--- config.mk ---
export PLATFORM = sky130hd
export DESIGN_NAME = parallel_serializer
export DESIGN_NICKNAME = d
export VERILOG_FILES = /design/src/rtl/parallel_serializer.sv
export SDC_FILE = /design/constraint.sdc
export NUM_CORES = 1
export LEC_CHECK = 0
export CORE_MARGIN = 2
export CORE_UTILIZATION = 43
export CTS_CLUSTER_DIAMETER = 30
export DETAILED_ROUTE_END_ITERATION = 12
export PLACE_DENSITY_LB_ADDON = 0.05
export SYNTH_ARGS = -nofsm -noshare
export SYNTH_HDL_FRONTEND = slang
export SYNTH_SLANG_ARGS = --single-unit
--- constraint.sdc ---
create_clock -name clk -period 2 [get_ports clk]
set_input_delay 0.4 -clock clk [delete_from_list [all_inputs] [get_ports clk]]
set_output_delay 0.4 -clock clk [all_outputs]
set_load 0.03 [all_outputs]
--- src/rtl/parallel_serializer.sv ---
// Parallel-in/serial-out shifter: accepts a word over a valid/ready port and
// drives it out one bit per enabled clock, MSB first unless MSB_FIRST=0.
module parallel_serializer #(
  parameter int WIDTH     = 8,
  parameter int MSB_FIRST = 1
) (
  input  logic             clk,
  input  logic             rst_n,
  input  logic             load_valid,
  output logic             load_ready,
  input  logic [WIDTH-1:0] load_data,
  input  logic             ser_en,
  output logic             ser_out,
  output logic             ser_valid,
  output logic             ser_last
);

  localparam int CW = $clog2(WIDTH);

  typedef enum logic {IDLE, SHIFT} state_t;

  state_t           state, state_d;
  logic [WIDTH-1:0] sr, sr_d, sr_shifted;
  logic [CW-1:0]    cnt, cnt_d;
  logic             accept;

  assign ser_valid  = (state == SHIFT);
  assign ser_last   = ser_valid && (cnt == '0);
  // A word may be taken while the previous one is leaving on its last bit.
  assign load_ready = rst_n && (!ser_valid || (ser_last && ser_en));
  assign accept     = load_valid && load_ready;

  generate
    if (MSB_FIRST != 0) begin : g_msb
      assign sr_shifted = {sr[WIDTH-2:0], 1'b0};
      assign ser_out    = ser_valid && sr[WIDTH-1];
    end else begin : g_lsb
      assign sr_shifted = {1'b0, sr[WIDTH-1:1]};
      assign ser_out    = ser_valid && sr[0];
    end
  endgenerate

  always_comb begin
    state_d = state;
    sr_d    = sr;
    cnt_d   = cnt;
    case (state)
      IDLE: begin
        if (accept) begin
          sr_d    = load_data;
          cnt_d   = CW'(WIDTH - 1);
          state_d = SHIFT;
        end
      end
      SHIFT: begin
        if (ser_en) begin
          if (cnt != '0) begin
            cnt_d = cnt - 1'b1;
            sr_d  = sr_shifted;
          end else if (accept) begin
            sr_d    = load_data;
            cnt_d   = CW'(WIDTH - 1);
            state_d = SHIFT;
          end else begin
            sr_d    = '0;
            state_d = IDLE;
          end
        end
      end
      default: begin
        state_d = IDLE;
        sr_d    = '0;
        cnt_d   = '0;
      end
    endcase
  end

  always_ff @(posedge clk) begin
    if (!rst_n) begin
      state <= IDLE;
      sr    <= '0;
      cnt   <= '0;
    end else begin
      state <= state_d;
      sr    <= sr_d;
      cnt   <= cnt_d;
    end
  end

endmodule

==> metrics <==
CP top delay family=buffers and inverters; Arr. time, crit path=1.51 ns; Reg clk slew, reported paths=0.08 ns; Total Wirelength=1.72 mm; IO buf count=15; TritonRoute pass-1 iters=4; DR WL/cell=13.5 um; clock sinks=12; # setup viols final=0; Crit-path slowest cell=clkdlybuf4s50_1; PD cells=664 nW/um2; RSZ-0062 raised after global routing=no; die width=46.0 um; DR vias=721; CTS tree=done; leakage=0.438 nW; # DRC=0; syn_area_per_cell=8.52 um2; Initial Util=44.9%; status=completed; total core area=1690 um2; Slew Viols, Final=0; slowest cell delay on critical path=0.67 ns; placed insts=123; Distinct cells, synth=35; CP Max Fanout=8; area of the multi-input gates=467 um2; diode count=0; fin crit share=95.5%; share of layout cells above drive strength 1=24.5%; DRT iter0 DRCs=9; sequential cell area=241 um2; max cap viols=0; Final nets=125; hold path startpoint=cnt[1]; post-DP HPWL=1.29 mm; crit path kind=register to primary output; filler instances=164; commonest cells after routing, fill and taps aside=11 x dfxtp_1, 11 x clkdlybuf4s50_1, 10 x buf_4; worst-case clock buffer depth=2; Crit. End Element=primary output; Worst Setup SP=ser_valid; Mapped Area=758 um2; Buf/Inv on CP=2; vias in the first global route=680; fin crit period=1.91 ns; synthesis-to-layout area growth=30.0%; routed vias/inst=5.68; largest net degree at the start of global routing=16; max frequency=0.523 GHz; endpoints failing hold=0; clock root cell=clkbuf_4; global placement routability congestion=0.817; Worst Max-Slew Pin Slew=0.342 ns; H-tree levels=1; total CTS buffers=3; Cell Chain, Critical Path=buf_4, clkdlybuf4s50_1; GRT Total Usage=18.9%; Synth warnings=0; syn_nets=103; clk_skew=0.000554 ns; Die Height=46.0 um; Cell Count, Final, Fillers Out=127; register area share after synthesis=31.7%; Clk Latency, worst-skew pair=0.27 ns; register bit total from synthesis=12; VDD IR max=0.521 mV; Setup TNS=0 ns; site row count=15; postcts setup bufs=0; critical path startpoint category=register; die area=2120 um2; Slew HR=77.2%; Power, Total=0.000654 W; initial antenna violation count=0; Synth Instances=89; # IOs=16; Routed Antenna Nets=0; global-route wire length before repair=2.89 mm; Critical R2R Launch=cnt[0]; total global routing overflow=0; Hold Path Class=register to register; cts hold-fix bufs=0; Crit path required time=1.60 ns
synth_stat cells:
| master | number | area, um2 |
|---|---|---|
| dfxtp_1 | 12 | 240 |
| a21oi_1 | 8 | 40.0 |
| nand3_1 | 7 | 35.0 |
| nand2_1 | 5 | 18.8 |
| o21ai_0 | 5 | 25.0 |
| o31a_1 | 5 | 43.8 |
| and3_1 | 4 | 25.0 |
| and3_2 | 4 | 30.0 |
| a31oi_1 | 3 | 18.8 |
| and2_1 | 3 | 18.8 |
| inv_1 | 3 | 11.3 |
| a211oi_1 | 2 | 15.0 |
| a21boi_0 | 2 | 15.0 |
| buf_2 | 2 | 10.0 |
| buf_4 | 2 | 15.0 |
| ha_1 | 2 | 25.0 |
| nand4_1 | 2 | 12.5 |
| a21o_1 | 1 | 7.51 |
| a221o_1 | 1 | 10.0 |
| and2_4 | 1 | 8.76 |
| and2b_2 | 1 | 8.76 |
| buf_6 | 1 | 11.3 |
| clkbuf_1 | 1 | 3.75 |
| mux2_2 | 1 | 11.3 |
| nand2_4 | 1 | 11.3 |
| nand2b_1 | 1 | 6.26 |
| nand3b_2 | 1 | 11.3 |
| nand3b_4 | 1 | 20.0 |
| nor2_1 | 1 | 3.75 |
| nor2b_1 | 1 | 6.26 |
| nor3_1 | 1 | 5.00 |
| nor4b_1 | 1 | 8.76 |
| o21a_1 | 1 | 7.51 |
| o221a_1 | 1 | 11.3 |
| or2_2 | 1 | 6.26 |
state kept, by name, indices dropped and copies added (netlist names):
name / flops
cnt: 3
ser_valid: 1
sr: 8
worst paths after layout:
check             cells after the start   endpoint  slack (ns)
hold reg to reg                       1     cnt[1]        0.47
setup / recovery                      2  ser_valid        0.09
hold / removal                        1     cnt[1]        0.47
setup reg to reg                      6      sr[1]        0.38
what timing repair did:
| action | in CTS | in global routing |
|---|---|---|
| gates cloned | 0 | 0 |
| resized for setup | 3 | 2 |
| setup endpoints to repair | 1 | 2 |
per-stage QoR:
step	setup WS [ns]	hold slack, ns	area [um2]	utilization [%]
after floorplan	0.331	0.439	758	-
after global placement	0.0643	0.455	945	55.9
after detailed placement	0.0465	0.458	945	55.9
after CTS	0.0430	0.476	982	58.1
after global routing	0.0289	0.496	986	58.4
final	0.0896	0.471	986	58.4
layout make-up:
type	count	share of cell area, %
clock buffers	4	3.68
repair buffers	23	21.2
inverters	3	1.14
multi-input cells	68	47.3
well taps	17	2.16
flip-flops and latches	12	24.5
routing by layer:
metal	GRT usage [%]	vias up	wire length (um)
met4	3.43	0	13
met1	24.3	335	855
met5	0	-	0
met2	30.3	11	781
li1	-	373	-
met3	7.14	2	65
power by group:
part	internal [W]	leakage [nW]	total (W)	switching (W)
Combinational	0.0000921	0.317	0.000188	0.0000962
Clock	0.000111	0.0210	0.000196	0.0000850
Sequential	0.000259	0.0993	0.000270	0.0000112
cell families (layout without fill, tap and decap cells):
group / Yosys count / count (layout) / share of synthesized area (%)
DFF: 12 / 12 / 31.7
buffers and inverters: 9 / 30 / 6.76
and+or+nand+nor: 36 / 36 / 31.2
muxes: 1 / 1 / 1.49
AOI/OAI and AO/OA: 29 / 29 / 25.6
adders and majority gates: 2 / 2 / 3.30
Note: power is estimated with default switching activity, not from simulation.
